--- src/rtl/dmem_sram_like_ctrl.sv ---
// Memory-stage data-side controller: turns one M-stage load/store into exactly
// one sram-like transaction, returns load data and stalls M until completion.
module dmem_sram_like_ctrl #(
  parameter int ADDR_W = 32,
  parameter int DATA_W = 32
) (
  input  logic              clk,
  input  logic              rst,
  input  logic              mem_en_i,
  input  logic              mem_wr_i,
  input  logic [ADDR_W-1:0] addr_i,
  input  logic [DATA_W-1:0] wdata_i,
  input  logic [1:0]        size_i,
  input  logic              except_i,
  input  logic              flush_i,
  input  logic              stall_i,
  output logic              data_req,
  output logic              data_wr,
  output logic [1:0]        data_size,
  output logic [ADDR_W-1:0] data_addr,
  output logic [DATA_W-1:0] data_wdata,
  input  logic              data_addr_ok,
  input  logic              data_data_ok,
  input  logic [DATA_W-1:0] data_rdata,
  output logic [DATA_W-1:0] rdata_o,
  output logic              stallreq_o
);

  typedef enum logic [2:0] {
    ST_IDLE    = 3'd0,
    ST_REQ     = 3'd1,
    ST_WAIT    = 3'd2,
    ST_DONE    = 3'd3,
    ST_DISCARD = 3'd4
  } state_t;

  state_t state_r;
  logic   valid_s;
  logic   kill_s;
  logic   stall_s;

  assign valid_s = mem_en_i & ~except_i & ~flush_i;
  assign kill_s  = flush_i | except_i;

  // Stall request; combinational so a fresh access holds M from its first cycle.
  always_comb begin
    stall_s = 1'b0;
    case (state_r)
      ST_IDLE:    stall_s = valid_s;
      ST_REQ:     stall_s = ~kill_s;
      ST_WAIT:    stall_s = ~kill_s;
      ST_DONE:    stall_s = 1'b0;
      ST_DISCARD: stall_s = valid_s;
      default:    stall_s = 1'b0;
    endcase
  end

  // Gated by reset so the pipeline sees no stall while the block is held in reset.
  assign stallreq_o = rst & stall_s;

  // Request FSM; bus fields are registered at launch and held while data_req is high.
  always_ff @(posedge clk or negedge rst) begin
    if (!rst) begin
      state_r    <= ST_IDLE;
      data_req   <= 1'b0;
      data_wr    <= 1'b0;
      data_size  <= 2'd0;
      data_addr  <= {ADDR_W{1'b0}};
      data_wdata <= {DATA_W{1'b0}};
      rdata_o    <= {DATA_W{1'b0}};
    end else begin
      case (state_r)
        ST_IDLE: begin
          if (valid_s) begin
            state_r    <= ST_REQ;
            data_req   <= 1'b1;
            data_wr    <= mem_wr_i;
            data_size  <= size_i;
            data_addr  <= addr_i;
            data_wdata <= wdata_i;
          end
        end
        ST_REQ: begin
          if (data_addr_ok) begin
            data_req <= 1'b0;
            state_r  <= kill_s ? ST_DISCARD : ST_WAIT;
          end else if (kill_s) begin
            data_req <= 1'b0;
            state_r  <= ST_IDLE;
          end
        end
        ST_WAIT: begin
          if (data_data_ok) begin
            // A flush racing the response drops the data; nothing is outstanding.
            if (flush_i) begin
              state_r <= ST_IDLE;
            end else begin
              state_r <= ST_DONE;
              if (!data_wr) begin
                rdata_o <= data_rdata;
              end
            end
          end else if (flush_i) begin
            state_r <= ST_DISCARD;
          end
        end
        ST_DONE: begin
          if (flush_i || !stall_i) begin
            state_r <= ST_IDLE;
          end
        end
        ST_DISCARD: begin
          if (data_data_ok) begin
            state_r <= ST_IDLE;
          end
        end
        default: begin
          state_r  <= ST_IDLE;
          data_req <= 1'b0;
        end
      endcase
    end
  end

endmodule

--- config.mk ---
export PLATFORM = sky130hd
export DESIGN_NAME = dmem_sram_like_ctrl
export DESIGN_NICKNAME = d
export VERILOG_FILES = /design/src/rtl/dmem_sram_like_ctrl.sv
export SDC_FILE = /design/constraint.sdc
export NUM_CORES = 1
export LEC_CHECK = 0
export ABC_AREA = 1
export CAP_MARGIN = 25
export CORE_MARGIN = 5
export CORE_UTILIZATION = 42
export CTS_BUF_LIST = sky130_fd_sc_hd__clkbuf_16
export DETAILED_ROUTE_END_ITERATION = 8
export GPL_ROUTABILITY_DRIVEN = 0
export PLACE_DENSITY = 0.84
export RECOVER_POWER = 25
export SLEW_MARGIN = 20
export SYNTH_ARGS = -nofsm -noshare
export SYNTH_HDL_FRONTEND = slang
export SYNTH_SLANG_ARGS = --single-unit
--- constraint.sdc ---
create_clock -name clk -period 2.47 [get_ports clk]
set_clock_uncertainty 0.05 [all_clocks]
set_input_delay 0.247 -clock clk [delete_from_list [all_inputs] [get_ports clk]]
set_output_delay 0.247 -clock clk [all_outputs]
set_load 0.02 [all_outputs]
**Word-level counts from Yosys, hierarchy flattened**

Index checks and enable logic that the tools add are counted.

- Input bits: 107
- Output and inout port bits: 101
- Register bits after elaboration: 103
- Word-level logic and storage cells: 50

- Muxes and demuxes: 15
- Reduce and logical (&&, ||, !) cells: 10
- Equality and inequality tests: 9
- Bitwise logic cells: 9

Operator list:

| operator | number |
|---|---|
| $mux W3 | 8 |
| $pmux W3 S5 | 1 |
| $eq A3 B2 Y1 const B | 2 |
| $ne A2 B2 Y1 const B | 3 |
| $ne A3 B3 Y1 const B | 2 |
| $not A1 Y1 | 5 |
| $reduce_and A5 Y1 | 1 |
| $reduce_and A4 Y1 | 1 |
| $reduce_or A2 Y1 | 2 |
| $and A1 B1 Y1 | 3 |
| $eq A3 B1 Y1 const B | 1 |
| $eq A3 B3 Y1 const B | 1 |
| $logic_not A3 Y1 | 1 |
| $mux W1 | 3 |
| $pmux W1 S3 | 1 |
| $reduce_and A3 Y1 | 1 |
| $reduce_or A3 Y1 | 1 |
| $mux W2 | 1 |
| $pmux W1 S2 | 1 |
| $reduce_and A2 Y1 | 1 |
| $logic_not A1 Y1 | 1 |
| $logic_or A1 B1 Y1 | 1 |
| $or A1 B1 Y1 | 1 |

**Logic depth before layout (Yosys ltp)**

- Depth in word-level cells: 5
- Depth in mapped cells: 9
- Depth with buffers taken out: 8

**Least setup slack after synthesis**

Ideal clock, no wire load.

- Path type: reg2out
- From: register state_r[2]
- To: output port stallreq_o
- Setup slack: 1,070 ps
- Arrival time: 1,103 ps
- Data required time: 2,173 ps
- Stages on the path, launching flop included: 8
- Path buffers: 0
- Cells stage by stage: dfrtp_1 -> inv_2 -> nand2_1 -> nor2_4 -> o21ai_0 -> o21ai_0 -> nand2_1 -> inv_1

- Word-level cells in the longest chain between the ends: 4
- Elaborated cells between the ends (all ways): 8
- Those cells by class: 3 x eq/ne; 1 x mux; 1 x bitwise; 3 x reduce/logical

RTL lines:

| what | line | text |
|---|---|---|
| start: declaration | 37 | `state_t state_r;` |
| start signal: assignment | 86 | `state_r <= kill_s ? ST_DISCARD : ST_WAIT;` |
| $eq A3 B3 Y1, or another cell as far along | 48 | `case (state_r)` |
| $reduce_or A2 Y1 (no line) | -- |  |
| $pmux W1 S2 * | 48 |  |
| $and A1 B1 Y1 * | 59 | `assign stallreq_o = rst & stall_s;` |
| end: declaration | 26 | `output logic stallreq_o` |

Every way passes the cells marked *; elsewhere a longest branch is shown, timed or not.

**Final worst setup path**

- From: register data_wr
- To: register rdata_o[13]

- Word-level cells in the longest chain between the ends: 2

RTL lines:

| what | line | text |
|---|---|---|
| start: declaration | 18 | `output logic data_wr,` |
| start signal: assignment | 77 | `data_wr <= mem_wr_i;` |
| $not A1 Y1 (no line) | -- |  |
| $reduce_and A4 Y1 (no line) | -- |  |
| end signal: assignment | 70 | `rdata_o <= {DATA_W{1'b0}};` |
| end signal: assignment | 100 | `rdata_o <= data_rdata;` |
| end: declaration | 25 | `output logic [DATA_W-1:0] rdata_o,` |

No other way between the ends.
A chain may end at the register's enable or synchronous reset.

==> out/results.ini <==
[routing]
drt_iter0_drc=384
dr.pass1.iters=4
wirelength_microns=12920
drc=0
final_antenna_net_count=0
vias=4097
routed_via_density=4.930
wl_per_cell_microns=15.55

[critical_path]
critPathBufInv=1
end_kind=flop
critPathSlowestCell=clkinv_1
crit_fanout=34
cp-start-kind=flop
r2r_start=data_wr$_DFFE_PN0P_
r2r_end=rdata_o[13]$_DFFE_PN0P_
cp.arrival_ns=2.30
path_class=reg2reg
rr_worst_depth=4
max_stage_delay_ns=0.75
worstPathCellList=clkinv_1 > nand2_4 > nand2_1 > nand2_1
cp_top_family=simple AND/OR/NAND/NOR gates
cp.required_ns=2.69
cp_common_cell=nand2_1
rrSetupSlack_ns=0.39

[layout]
final_util=0.6619
drive_above_1_share=0.04604
area_growth_pct=56.31
fin_nets=797
final_area_sq_um=6741
diodes=0

[synthesis]
yosys-top-cells-area=dfrtp_1 (60%), nand2_1 (19%), nand3_1 (12%)
synth_top_area_cell=dfrtp_1
syn_inst=494
ys_seq_area_frac=0.5976
ys_seq_elements=103
yosys.area.top_type_share=0.5976
synth.distinct_cells=20
synth_area_sq_um=4313
synth.avg_cell_area_sq_um=8.731
yosysWarnings=0
syn-num-nets=601

[clock_tree]
clock-sinks=103
cts_root_buf=clkbuf_16
clock_path_buffers=2
cts_tree=yes
clk_latency_ns=0.33
clk_pin_slew_ns=0.06
cts-buffers-inserted=9
htreeDepth=3

[grt]
grt_antenna_before_repair=0
grt_pass1_vias=4212
grt_first_pass_wirelength_microns=21030
grt_max_degree=70
grt_use_total=0.2075
overflow=0

[sta]
setup_viol=0
worst_pin_slew_ns=1.408
fmax_mhz=480.6
relSlewSlack=0.06135
setup_ws_ns=0.3892
fin_setup_tns_ns=0
finalHoldViolations=0
layout_min_cycle_time_ns=2.081
rsz0062_at_grt=no
timing.final.crit_share=0.8424
slew_violations=0

[floorplanning]
die_h_microns=111.3
core_area_sq_um=10180
die_w_microns=111.3
ios=208
num_rows=37
start_util=0.4235
dieArea_sq_um=12400

[hold_path]
whs_path_depth=3
min-delay-start=wdata_i[20]
min_delay_worst_endpoint=data_wdata[20]$_DFFE_PN0P_
min_path_type=in2reg

[place]
dpl_worst_slack_ns=0.1655
dpl_cell_area_sq_um=6424
dp_hpwl_microns=9395
portBuffers=207

[job]
cap_violations=0

[pwr]
leakage_nw=3.336
power_density_nw_per_um2=1186
vdd_ir_drop_max_mv=0.5737

[status]
status=finished clean

## worst reg2reg max path: cells and delay by family, from the launching register on
kind          cells  cell delay [ns]
flops             1             0.35
simple gates      3             0.88
buf+inv           1             0.75
## logic make-up after synthesis
group,Yosys count,share of synthesized area
and+or+nand+nor,344,0.3417
AOI/OAI and AO/OA,5,0.006383
DFF,103,0.5976
buffers and inverters,42,0.05425
## layout by cell type, fill, tap and decap left out
cell type        Yosys  layout
nand2_1            218     218
clkdlybuf4s50_1      0     205
nand3_1            106     106
dfrtp_1            103     103
nor2_1              12      12
clkbuf_16            0       9
inv_1                7       8
buf_4                7       5
nor2_4               2       3
nand2_4              3       3
inv_2                2       2
o21ai_0              2       2
clkinv_1             2       2
a21oi_1              2       2
clkinvlp_4           0       2
bufinv_16            0       2
clkinv_2             0       2
clkbuf_2             0       2
nor3_2               1       1
inv_4                1       1
nand3b_1             1       1
a21boi_0             1       1
dlygate4sd3_1        0       1
clkbuf_1             5       1
dlymetal6s2s_1       0       1
## per-stage QoR
stage | instances | hold WS [ns] | power (mW)
2_1_floorplan | 494 | -0.09859 | 4.688
3_3_place_gp | 814 | 0.3537 | 6.461
3_5_place_dp | 814 | 0.3580 | 6.578
4_1_cts | 831 | 0.4049 | 8.088
5_1_grt | 831 | 0.4141 | 8.501
6_report | 831 | 0.4152 | 7.997
## cell usage after synthesis
master and count:
nor2_4 2, nand2_1 218, a21oi_1 2, nand3_1 106, inv_1 7, nand3b_1 1
clkinv_1 2, nor3_2 1, buf_2 14, nor2_1 12, buf_4 7, buf_6 4
clkbuf_1 5, o21ai_0 2, inv_4 1, inv_2 2, dfrtp_1 103, nand2_4 3
a21boi_0 1, nor2_2 1
## how the worst max path moves through the flow
stage,start,end,slack [ns],depth (start not counted)
2_1_floorplan,state_r[2]$_DFFE_PN0P_,stallreq_o,1.07,7
3_3_place_gp,except_i,stallreq_o,0.24,7
3_5_place_dp,except_i,stallreq_o,0.17,7
5_1_grt,data_wr$_DFFE_PN0P_,rdata_o[24]$_DFFE_PN0P_,0.18,4
6_report,data_wr$_DFFE_PN0P_,rdata_o[13]$_DFFE_PN0P_,0.39,4
4_1_cts,state_r[2]$_DFFE_PN0P_,stallreq_o,0.04,8
## layer usage
layer,up-vias,track usage,part of all wire
met5,-,0,0
met4,0,0.08597,0.026
met3,30,0.07772,0.093
met2,181,0.3382,0.48
met1,1921,0.2485,0.40
li1,1965,-,-
## registers in the layout, indices dropped and copies added, names as in the netlist
name,flops
data_addr,32
data_wdata,32
rdata_o,32
state_r,3
data_size,2
data_req,1
data_wr,1
## what timing repair did
item                                   4_1_cts  5_1_grt
setup buffers                                0        0
gates resized for setup                      0        1
endpoints found under the hold margin       46        0
hold buffers                                 1        0
setup endpoints to repair                    0        1
## report_power, final
group / internal (mW) / switching, mW / total [mW]
sequential: 2.38 / 0.398 / 2.77
combinational: 1.65 / 2.11 / 3.75
clock: 0.880 / 0.591 / 1.47
total: 4.90 / 3.09 / 8.00
## cell type report
class	count	area, sq um
fillers	818	3443
well taps	136	170.2
inverters	12	47.55
repair buffers	215	2126
multi-input cells	349	1506
flip-flops and latches	103	2577
clock inverters	7	88.84
clock buffers	9	225.2
Note: power is estimated with default switching activity, not from simulation.
